`config.mk`:
```
export PLATFORM = sky130hd
export DESIGN_NAME = axi4_lite_master_flat
export DESIGN_NICKNAME = d
export VERILOG_FILES = /design/src/rtl/axi4_lite_pkg.sv /design/src/rtl/axi4_lite_master_if.sv /design/src/rtl/axi4_lite_master_wr_tracker.sv /design/src/rtl/axi4_lite_master.sv /design/src/flat_wrapper.sv
export SDC_FILE = /design/constraint.sdc
export NUM_CORES = 1
export LEC_CHECK = 0
export ABC_AREA = 1
export CORE_MARGIN = 2
export CORE_UTILIZATION = 35
export DETAILED_ROUTE_END_ITERATION = 8
export GPL_ROUTABILITY_DRIVEN = 0
export GPL_TIMING_DRIVEN = 0
export PLACE_DENSITY = 0.81
export SLEW_MARGIN = 20
export SYNTH_ARGS = -nofsm -noshare
export SYNTH_HDL_FRONTEND = slang
export SYNTH_HIERARCHICAL = 1
export SYNTH_SLANG_ARGS = --single-unit
```
`constraint.sdc`:
```
create_clock -name ACLK -period 2.14 [get_ports ACLK]
set_input_delay 0.428 -clock ACLK [delete_from_list [all_inputs] [get_ports ACLK]]
set_output_delay 0.428 -clock ACLK [all_outputs]
set_load 0.02 [all_outputs]
```
`src/rtl/axi4_lite_pkg.sv`:
```
// Shared AXI4-Lite definitions: master FSM state encoding and response codes.
package axi4_lite_pkg;

    typedef enum logic [2:0] {
        ST_IDLE  = 3'd0,
        ST_RADDR = 3'd1,
        ST_RDATA = 3'd2,
        ST_WRITE = 3'd3,
        ST_WRESP = 3'd4,
        ST_RESP  = 3'd5
    } state_e;

    localparam logic [1:0] RESP_OKAY   = 2'b00;
    localparam logic [1:0] RESP_EXOKAY = 2'b01;
    localparam logic [1:0] RESP_SLVERR = 2'b10;
    localparam logic [1:0] RESP_DECERR = 2'b11;

endpackage

```
`src/rtl/axi4_lite_master_if.sv`:
```
// AXI4-Lite bus bundle: the five channels between master and slave.
interface axi4_lite_master_if #(
    parameter int ADDRESS_WIDTH = 32,
    parameter int DATA_WIDTH    = 32
);
    logic [ADDRESS_WIDTH-1:0]  M_AXI_AWADDR;
    logic                      M_AXI_AWVALID;
    logic                      M_AXI_AWREADY;
    logic [DATA_WIDTH-1:0]     M_AXI_WDATA;
    logic [DATA_WIDTH/8-1:0]   M_AXI_WSTRB;
    logic                      M_AXI_WVALID;
    logic                      M_AXI_WREADY;
    logic [1:0]                M_AXI_BRESP;
    logic                      M_AXI_BVALID;
    logic                      M_AXI_BREADY;
    logic [ADDRESS_WIDTH-1:0]  M_AXI_ARADDR;
    logic                      M_AXI_ARVALID;
    logic                      M_AXI_ARREADY;
    logic [DATA_WIDTH-1:0]     M_AXI_RDATA;
    logic [1:0]                M_AXI_RRESP;
    logic                      M_AXI_RVALID;
    logic                      M_AXI_RREADY;

    modport master (
        output M_AXI_AWADDR, M_AXI_AWVALID, input M_AXI_AWREADY,
        output M_AXI_WDATA, M_AXI_WSTRB, M_AXI_WVALID, input M_AXI_WREADY,
        input  M_AXI_BRESP, M_AXI_BVALID, output M_AXI_BREADY,
        output M_AXI_ARADDR, M_AXI_ARVALID, input M_AXI_ARREADY,
        input  M_AXI_RDATA, M_AXI_RRESP, M_AXI_RVALID, output M_AXI_RREADY
    );

    modport slave (
        input  M_AXI_AWADDR, M_AXI_AWVALID, output M_AXI_AWREADY,
        input  M_AXI_WDATA, M_AXI_WSTRB, M_AXI_WVALID, output M_AXI_WREADY,
        output M_AXI_BRESP, M_AXI_BVALID, input M_AXI_BREADY,
        input  M_AXI_ARADDR, M_AXI_ARVALID, output M_AXI_ARREADY,
        output M_AXI_RDATA, M_AXI_RRESP, M_AXI_RVALID, input M_AXI_RREADY
    );

endinterface

```
`src/rtl/axi4_lite_master_wr_tracker.sv`:
```
// Tracks the AW and W channels of one write: both valids rise together on
// start, each drops after its own handshake, and both_done flags the edge at
// which the second (or both) handshakes complete.
module axi4_lite_master_wr_tracker (
    input  logic ACLK,
    input  logic ARESETN,
    input  logic start,
    input  logic abort,
    input  logic awready,
    input  logic wready,
    output logic awvalid,
    output logic wvalid,
    output logic both_done
);

    logic awvalid_q, awvalid_d;
    logic wvalid_q, wvalid_d;
    logic aw_done_q, aw_done_d;
    logic w_done_q, w_done_d;
    logic aw_hs, w_hs;

    // Next-state of valids and done flags; a handshake this edge counts as done.
    always_comb begin
        aw_hs     = awvalid_q && awready;
        w_hs      = wvalid_q && wready;
        both_done = (aw_done_q || aw_hs) && (w_done_q || w_hs);
        awvalid_d = awvalid_q;
        wvalid_d  = wvalid_q;
        aw_done_d = aw_done_q;
        w_done_d  = w_done_q;
        if (abort) begin
            awvalid_d = 1'b0;
            wvalid_d  = 1'b0;
            aw_done_d = 1'b0;
            w_done_d  = 1'b0;
        end else if (start) begin
            awvalid_d = 1'b1;
            wvalid_d  = 1'b1;
            aw_done_d = 1'b0;
            w_done_d  = 1'b0;
        end else begin
            if (aw_hs) begin
                awvalid_d = 1'b0;
                aw_done_d = 1'b1;
            end
            if (w_hs) begin
                wvalid_d = 1'b0;
                w_done_d = 1'b1;
            end
            if (both_done) begin
                aw_done_d = 1'b0;
                w_done_d  = 1'b0;
            end
        end
    end

    // Flag registers with synchronous active-low reset.
    always_ff @(posedge ACLK) begin
        if (!ARESETN) begin
            awvalid_q <= 1'b0;
            wvalid_q  <= 1'b0;
            aw_done_q <= 1'b0;
            w_done_q  <= 1'b0;
        end else begin
            awvalid_q <= awvalid_d;
            wvalid_q  <= wvalid_d;
            aw_done_q <= aw_done_d;
            w_done_q  <= w_done_d;
        end
    end

    assign awvalid = awvalid_q;
    assign wvalid  = wvalid_q;

endmodule

```
`src/rtl/axi4_lite_master.sv`:
```
// AXI4-Lite initiator: one user command at a time becomes one AXI read or
// write; the captured data/response is held on rsp_* until accepted.
//
//   state    | meaning
//   ---------+----------------------------------------------
//   ST_IDLE  | cmd_ready=1, waiting for a user command
//   ST_RADDR | ARVALID high, waiting for ARREADY
//   ST_RDATA | RREADY high, waiting for RVALID
//   ST_WRITE | AW/W in flight, waiting for both handshakes
//   ST_WRESP | BREADY high, waiting for BVALID
//   ST_RESP  | rsp_valid high, waiting for rsp_ready
module axi4_lite_master
    import axi4_lite_pkg::*;
#(
    parameter int ADDRESS_WIDTH = 32,
    parameter int DATA_WIDTH    = 32
) (
    input  logic                      ACLK,
    input  logic                      ARESETN,
    input  logic                      cmd_valid,
    output logic                      cmd_ready,
    input  logic                      cmd_write,
    input  logic [ADDRESS_WIDTH-1:0]  cmd_addr,
    input  logic [DATA_WIDTH-1:0]     cmd_wdata,
    input  logic [DATA_WIDTH/8-1:0]   cmd_wstrb,
    output logic                      rsp_valid,
    input  logic                      rsp_ready,
    output logic                      rsp_write,
    output logic [DATA_WIDTH-1:0]     rsp_rdata,
    output logic [1:0]                rsp_resp,
    axi4_lite_master_if.master        m_axi
);

    localparam int STRB_WIDTH = DATA_WIDTH / 8;

    state_e                    state_q, state_d;
    logic [ADDRESS_WIDTH-1:0]  araddr_q, araddr_d;
    logic                      arvalid_q, arvalid_d;
    logic                      rready_q, rready_d;
    logic                      bready_q, bready_d;
    logic [ADDRESS_WIDTH-1:0]  awaddr_q, awaddr_d;
    logic [DATA_WIDTH-1:0]     wdata_q, wdata_d;
    logic [STRB_WIDTH-1:0]     wstrb_q, wstrb_d;
    logic                      rsp_valid_q, rsp_valid_d;
    logic                      rsp_write_q, rsp_write_d;
    logic [DATA_WIDTH-1:0]     rsp_rdata_q, rsp_rdata_d;
    logic [1:0]                rsp_resp_q, rsp_resp_d;
    logic                      wr_start, wr_abort, wr_both_done;
    logic                      wr_awvalid, wr_wvalid;

    axi4_lite_master_wr_tracker u_wr_tracker (
        .ACLK      (ACLK),
        .ARESETN   (ARESETN),
        .start     (wr_start),
        .abort     (wr_abort),
        .awready   (m_axi.M_AXI_AWREADY),
        .wready    (m_axi.M_AXI_WREADY),
        .awvalid   (wr_awvalid),
        .wvalid    (wr_wvalid),
        .both_done (wr_both_done)
    );

    // Next state and next values of every registered output.
    always_comb begin
        state_d     = state_q;
        araddr_d    = araddr_q;
        arvalid_d   = arvalid_q;
        rready_d    = rready_q;
        bready_d    = bready_q;
        awaddr_d    = awaddr_q;
        wdata_d     = wdata_q;
        wstrb_d     = wstrb_q;
        rsp_valid_d = rsp_valid_q;
        rsp_write_d = rsp_write_q;
        rsp_rdata_d = rsp_rdata_q;
        rsp_resp_d  = rsp_resp_q;
        wr_start    = 1'b0;
        wr_abort    = 1'b0;
        case (state_q)
            ST_IDLE: begin
                if (cmd_valid) begin
                    if (cmd_write) begin
                        awaddr_d = cmd_addr;
                        wdata_d  = cmd_wdata;
                        wstrb_d  = cmd_wstrb;
                        wr_start = 1'b1;
                        state_d  = ST_WRITE;
                    end else begin
                        araddr_d  = cmd_addr;
                        arvalid_d = 1'b1;
                        state_d   = ST_RADDR;
                    end
                end
            end
            ST_RADDR: begin
                if (arvalid_q && m_axi.M_AXI_ARREADY) begin
                    arvalid_d = 1'b0;
                    rready_d  = 1'b1;
                    state_d   = ST_RDATA;
                end
            end
            ST_RDATA: begin
                if (rready_q && m_axi.M_AXI_RVALID) begin
                    rready_d    = 1'b0;
                    rsp_rdata_d = m_axi.M_AXI_RDATA;
                    rsp_resp_d  = m_axi.M_AXI_RRESP;
                    rsp_write_d = 1'b0;
                    rsp_valid_d = 1'b1;
                    state_d     = ST_RESP;
                end
            end
            ST_WRITE: begin
                if (wr_both_done) begin
                    bready_d = 1'b1;
                    state_d  = ST_WRESP;
                end
            end
            ST_WRESP: begin
                if (bready_q && m_axi.M_AXI_BVALID) begin
                    bready_d    = 1'b0;
                    rsp_rdata_d = '0;
                    rsp_resp_d  = m_axi.M_AXI_BRESP;
                    rsp_write_d = 1'b1;
                    rsp_valid_d = 1'b1;
                    state_d     = ST_RESP;
                end
            end
            ST_RESP: begin
                if (rsp_ready) begin
                    rsp_valid_d = 1'b0;
                    state_d     = ST_IDLE;
                end
            end
            default: begin
                // Unreachable encodings fall back to idle with the bus quiet.
                state_d     = ST_IDLE;
                arvalid_d   = 1'b0;
                rready_d    = 1'b0;
                bready_d    = 1'b0;
                rsp_valid_d = 1'b0;
                wr_abort    = 1'b1;
            end
        endcase
    end

    // State and output registers; reset abandons any transaction in flight.
    always_ff @(posedge ACLK) begin
        if (!ARESETN) begin
            state_q     <= ST_IDLE;
            araddr_q    <= '0;
            arvalid_q   <= 1'b0;
            rready_q    <= 1'b0;
            bready_q    <= 1'b0;
            awaddr_q    <= '0;
            wdata_q     <= '0;
            wstrb_q     <= '0;
            rsp_valid_q <= 1'b0;
            rsp_write_q <= 1'b0;
            rsp_rdata_q <= '0;
            rsp_resp_q  <= RESP_OKAY;
        end else begin
            state_q     <= state_d;
            araddr_q    <= araddr_d;
            arvalid_q   <= arvalid_d;
            rready_q    <= rready_d;
            bready_q    <= bready_d;
            awaddr_q    <= awaddr_d;
            wdata_q     <= wdata_d;
            wstrb_q     <= wstrb_d;
            rsp_valid_q <= rsp_valid_d;
            rsp_write_q <= rsp_write_d;
            rsp_rdata_q <= rsp_rdata_d;
            rsp_resp_q  <= rsp_resp_d;
        end
    end

    assign cmd_ready = (state_q == ST_IDLE);
    assign rsp_valid = rsp_valid_q;
    assign rsp_write = rsp_write_q;
    assign rsp_rdata = rsp_rdata_q;
    assign rsp_resp  = rsp_resp_q;

    assign m_axi.M_AXI_AWADDR  = awaddr_q;
    assign m_axi.M_AXI_AWVALID = wr_awvalid;
    assign m_axi.M_AXI_WDATA   = wdata_q;
    assign m_axi.M_AXI_WSTRB   = wstrb_q;
    assign m_axi.M_AXI_WVALID  = wr_wvalid;
    assign m_axi.M_AXI_BREADY  = bready_q;
    assign m_axi.M_AXI_ARADDR  = araddr_q;
    assign m_axi.M_AXI_ARVALID = arvalid_q;
    assign m_axi.M_AXI_RREADY  = rready_q;

endmodule

```
`src/flat_wrapper.sv`:
```
// flat-port wrapper written by rule: the top's interface ports become plain ports
module axi4_lite_master_flat import axi4_lite_pkg::*;
#(
    parameter int ADDRESS_WIDTH = 32,
    parameter int DATA_WIDTH    = 32
)
  (ACLK, ARESETN, cmd_valid, cmd_ready, cmd_write, cmd_addr, cmd_wdata, cmd_wstrb, rsp_valid, rsp_ready, rsp_write, rsp_rdata, rsp_resp, m_axi_M_AXI_AWADDR, m_axi_M_AXI_AWVALID, m_axi_M_AXI_AWREADY, m_axi_M_AXI_WDATA, m_axi_M_AXI_WSTRB, m_axi_M_AXI_WVALID, m_axi_M_AXI_WREADY, m_axi_M_AXI_BRESP, m_axi_M_AXI_BVALID, m_axi_M_AXI_BREADY, m_axi_M_AXI_ARADDR, m_axi_M_AXI_ARVALID, m_axi_M_AXI_ARREADY, m_axi_M_AXI_RDATA, m_axi_M_AXI_RRESP, m_axi_M_AXI_RVALID, m_axi_M_AXI_RREADY);
  axi4_lite_master_if #(.ADDRESS_WIDTH(ADDRESS_WIDTH), .DATA_WIDTH(DATA_WIDTH)) m_axi_i ();
  input  logic ACLK;
  input  logic ARESETN;
  input  logic cmd_valid;
  output logic cmd_ready;
  input  logic cmd_write;
  input  logic [ADDRESS_WIDTH-1:0] cmd_addr;
  input  logic [DATA_WIDTH-1:0] cmd_wdata;
  input  logic [DATA_WIDTH/8-1:0] cmd_wstrb;
  output logic rsp_valid;
  input  logic rsp_ready;
  output logic rsp_write;
  output logic [DATA_WIDTH-1:0] rsp_rdata;
  output logic [1:0] rsp_resp;
  output wire logic [$bits(m_axi_i.M_AXI_AWADDR)-1:0] m_axi_M_AXI_AWADDR;
  output wire logic [$bits(m_axi_i.M_AXI_AWVALID)-1:0] m_axi_M_AXI_AWVALID;
  input wire logic [$bits(m_axi_i.M_AXI_AWREADY)-1:0] m_axi_M_AXI_AWREADY;
  output wire logic [$bits(m_axi_i.M_AXI_WDATA)-1:0] m_axi_M_AXI_WDATA;
  output wire logic [$bits(m_axi_i.M_AXI_WSTRB)-1:0] m_axi_M_AXI_WSTRB;
  output wire logic [$bits(m_axi_i.M_AXI_WVALID)-1:0] m_axi_M_AXI_WVALID;
  input wire logic [$bits(m_axi_i.M_AXI_WREADY)-1:0] m_axi_M_AXI_WREADY;
  input wire logic [$bits(m_axi_i.M_AXI_BRESP)-1:0] m_axi_M_AXI_BRESP;
  input wire logic [$bits(m_axi_i.M_AXI_BVALID)-1:0] m_axi_M_AXI_BVALID;
  output wire logic [$bits(m_axi_i.M_AXI_BREADY)-1:0] m_axi_M_AXI_BREADY;
  output wire logic [$bits(m_axi_i.M_AXI_ARADDR)-1:0] m_axi_M_AXI_ARADDR;
  output wire logic [$bits(m_axi_i.M_AXI_ARVALID)-1:0] m_axi_M_AXI_ARVALID;
  input wire logic [$bits(m_axi_i.M_AXI_ARREADY)-1:0] m_axi_M_AXI_ARREADY;
  input wire logic [$bits(m_axi_i.M_AXI_RDATA)-1:0] m_axi_M_AXI_RDATA;
  input wire logic [$bits(m_axi_i.M_AXI_RRESP)-1:0] m_axi_M_AXI_RRESP;
  input wire logic [$bits(m_axi_i.M_AXI_RVALID)-1:0] m_axi_M_AXI_RVALID;
  output wire logic [$bits(m_axi_i.M_AXI_RREADY)-1:0] m_axi_M_AXI_RREADY;
  assign m_axi_M_AXI_AWADDR = m_axi_i.M_AXI_AWADDR;
  assign m_axi_M_AXI_AWVALID = m_axi_i.M_AXI_AWVALID;
  assign m_axi_i.M_AXI_AWREADY = m_axi_M_AXI_AWREADY;
  assign m_axi_M_AXI_WDATA = m_axi_i.M_AXI_WDATA;
  assign m_axi_M_AXI_WSTRB = m_axi_i.M_AXI_WSTRB;
  assign m_axi_M_AXI_WVALID = m_axi_i.M_AXI_WVALID;
  assign m_axi_i.M_AXI_WREADY = m_axi_M_AXI_WREADY;
  assign m_axi_i.M_AXI_BRESP = m_axi_M_AXI_BRESP;
  assign m_axi_i.M_AXI_BVALID = m_axi_M_AXI_BVALID;
  assign m_axi_M_AXI_BREADY = m_axi_i.M_AXI_BREADY;
  assign m_axi_M_AXI_ARADDR = m_axi_i.M_AXI_ARADDR;
  assign m_axi_M_AXI_ARVALID = m_axi_i.M_AXI_ARVALID;
  assign m_axi_i.M_AXI_ARREADY = m_axi_M_AXI_ARREADY;
  assign m_axi_i.M_AXI_RDATA = m_axi_M_AXI_RDATA;
  assign m_axi_i.M_AXI_RRESP = m_axi_M_AXI_RRESP;
  assign m_axi_i.M_AXI_RVALID = m_axi_M_AXI_RVALID;
  assign m_axi_M_AXI_RREADY = m_axi_i.M_AXI_RREADY;
  axi4_lite_master #(.ADDRESS_WIDTH(ADDRESS_WIDTH), .DATA_WIDTH(DATA_WIDTH)) u_core (.ACLK(ACLK), .ARESETN(ARESETN), .cmd_valid(cmd_valid), .cmd_ready(cmd_ready), .cmd_write(cmd_write), .cmd_addr(cmd_addr), .cmd_wdata(cmd_wdata), .cmd_wstrb(cmd_wstrb), .rsp_valid(rsp_valid), .rsp_ready(rsp_ready), .rsp_write(rsp_write), .rsp_rdata(rsp_rdata), .rsp_resp(rsp_resp), .m_axi(m_axi_i));
endmodule
```
==> impl_metrics.env <==
export IMPL_status="completed"
export IMPL_core_area_um2=15200
export IMPL_yosysSeqAreaShare_pct=53.68
export IMPL_antenna_cells=0
export IMPL_drc=0
export IMPL_worst_hold_slack_ns=0.4598
export IMPL_die_width_um=128.7
export IMPL_post_route_util_pct=57.74
export IMPL_synth_nets=833
export IMPL_hold_violations=0
export IMPL_dp_cells=1159
export IMPL_yosys_area_share_simple_pct=26.33
export IMPL_die_y_um=128.7
export IMPL_path_class="reg2out"
export IMPL_syn_cell_area_um2=5445
export IMPL_portBuffers=255
export IMPL_skew_ns=0.005998
export IMPL_pre_cts_slack_ns=-0.3018
export IMPL_max_slew_margin_pct=50.59
export IMPL_synth_avg_cell_area_um2=7.605
export IMPL_grt_pass1_wl_um=26560
export IMPL_rsz0062_at_grt="false"
export IMPL_grt_total_usage_pct=20.57
export IMPL_setup_violations=0
export IMPL_synth_xor_area_share_pct=0
export IMPL_clk_latency_ns=0.42
export IMPL_antenna_found_initial=0
export IMPL_dpl_cell_area_um2=8233
export IMPL_start_util_pct=35.82
export IMPL_mostFrequentLayoutCells="clkdlybuf4s50_1 (254), nand2_1 (217), dfxtp_1 (145)"
export IMPL_max_clock_path_buffers=2
export IMPL_hold_path_class="reg2reg"
export IMPL_grt_start_max_net_pins=17
export IMPL_fp_row_count=45
export IMPL_finalMaxSlewViolations=0
export IMPL_p_leak_nw=3.353
export IMPL_fin_cells=1189
export IMPL_htreeDepth=4
export IMPL_fmax_mhz=491.3
export IMPL_synth_top_family_by_area="simple AND/OR/NAND/NOR gates"
export IMPL_drt_total_wl_um=17270
export IMPL_synthAdderAreaFrac_pct=0.6893
export IMPL_synthCells=716
export IMPL_worst_slack_ns=0.1045
export IMPL_start_kind="register"
export IMPL_antenna_left=0
export IMPL_finalCritPeriodShare_pct=95.12
export IMPL_num_nets_final=1107
export IMPL_ys_warn_count=6
export IMPL_cts_buffers=17
export IMPL_irDropWorstVdd_uv=576.9
export IMPL_arrival_ns=1.61
export IMPL_end_kind="output pin"
export IMPL_ys_seq_elements=146
export IMPL_clkTransAtPathRegs_ns=0.06
export IMPL_clockRootBuffer="clkbuf_16"
export IMPL_cap_violations=0
export IMPL_p_per_area_nw_per_um2=1097
export IMPL_ys_types=21
export IMPL_area_delta_synth_final_pct=61.21
export IMPL_post_cts_setup_buffers=0
export IMPL_grt_pass1_vias=5268
export IMPL_fin_crit_ns=2.036
export IMPL_critPathMaxFanout=8
export IMPL_clkSinkCount=146
export IMPL_cts_tree="done"
export IMPL_routed_via_density=4.723
export IMPL_wl_per_cell_um=14.52
export IMPL_pin_count=256
export IMPL_synth_compound_area_share_pct=13.14
export IMPL_mostFrequentLayoutCell="clkdlybuf4s50_1"
export IMPL_worstPathRequired_ns=1.71
export IMPL_grt_overflow=0
export IMPL_synth_area_mux_share_pct=0
export IMPL_drive_gt1_share_pct=6.194
export IMPL_dp_hpwl_um=12600
export IMPL_drtIter0Drc=265
export IMPL_postLayoutCellArea_um2=8778
export IMPL_dr_pass1_iters=6
export IMPL_worst_pin_slew_ns=0.7412
export IMPL_fp_dieArea_um2=16570
export IMPL_vias=5616
-- cell usage after synthesis (all sizes together) --
| master | instances | share of area (%) |
|---|---|---|
| inv | 27 | 1.9 |
| dfxtp | 146 | 54 |
| nor3 | 1 | 0.18 |
| clkbuf | 21 | 1.4 |
| buf | 23 | 2.8 |
| nand3 | 42 | 4.3 |
| o21ai | 34 | 3.1 |
| nor2 | 88 | 6.3 |
| ha | 3 | 0.69 |
| nand4 | 1 | 0.11 |
| nand2 | 221 | 15 |
| a21oi | 109 | 10 |
-- area by class of cell --
type	instances	area, um2
fill	1389	6424
sequential	146	2924
timing repair buffer	255	2551
multi-input combinational	499	2187
clock buffer	22	464.2
tap	188	235.2
buffer	44	231.5
inverter	27	103.9
clock inverter	8	81.33
-- logic make-up (layout without fill, tap and decap cells) --
| kind of cell | Yosys count | after routing |
|---|---|---|
| fa+ha+maj | 3 | 3 |
| buf+inv | 71 | 356 |
| compound gates | 143 | 143 |
| simple gates | 353 | 353 |
| flops | 146 | 146 |
-- path summary, 6_finish.rpt --
check,cells after the start,end,slack (ns),from
worst max register to register,6,u_core/m_axi.M_AXI_ARADDR[29]$_SDFFE_PN0P_,0.30,u_core/state_q[2]$_SDFFE_PN0P_
worst min register to register,2,u_core/rsp_rdata[7]$_SDFFE_PN0P_,0.46,u_core/rsp_rdata[7]$_SDFFE_PN0P_
worst min-delay path,2,u_core/rsp_rdata[7]$_SDFFE_PN0P_,0.46,u_core/rsp_rdata[7]$_SDFFE_PN0P_
worst max-delay path,4,cmd_ready,0.10,u_core/state_q[2]$_SDFFE_PN0P_
-- sequential cells by signal, summed over array words and instances (netlist names) --
name,count
u_core/rsp_valid,1
u_core/m_axi.M_AXI_ARVALID,1
u_core/u_wr_tracker/awvalid,1
u_core/m_axi.M_AXI_WDATA,32
u_core/m_axi.M_AXI_RREADY,1
u_core/m_axi.M_AXI_AWADDR,32
u_core/u_wr_tracker/wvalid,1
u_core/u_wr_tracker/aw_done_q,1
u_core/rsp_write,1
u_core/rsp_resp,2
u_core/m_axi.M_AXI_BREADY,1
u_core/u_wr_tracker/w_done_q,1
u_core/state_q,3
u_core/rsp_rdata,32
u_core/m_axi.M_AXI_ARADDR,32
u_core/m_axi.M_AXI_WSTRB,4
-- through the flow --
| stage | TNS (ns) | power [mW] |
|---|---|---|
| final | 0 | 9.632 |
| after global routing | 0 | 10.21 |
| after CTS | 0 | 9.721 |
| after detailed placement | -17.23 | 6.906 |
| after global placement | -16.80 | 6.865 |
| after floorplan | 0 | 5.411 |
-- metal layers --
metal / GRT usage [%] / up-vias / wire length [um]
met2: 35.11 / 196 / 8282
met3: 9.439 / 26 / 1561
li1: - / 2853 / -
met1: 22.95 / 2541 / 7129
met5: 0 / - / 0
met4: 6.394 / 0 / 295
-- timing repair --
| item | in CTS | in global routing |
|---|---|---|
| hold buffers | 0 | 0 |
| setup endpoints to repair | 1 | 1 |
| gates resized for setup | 1 | 1 |
| pin swaps | 0 | 0 |
-- critical path: stages, from the launching register on --
cell           delay, ns
dfxtp_1             0.41
nor2_4              0.19
nand2_2             0.11
inv_2               0.12
dlygate4sd2_1       0.36
-- power by group --
part	internal (mW)	switching [mW]
clock	1.65	1.13
sequential	3.17	0.254
combinational	1.47	1.96
Power figures use the tool's default switching activity.
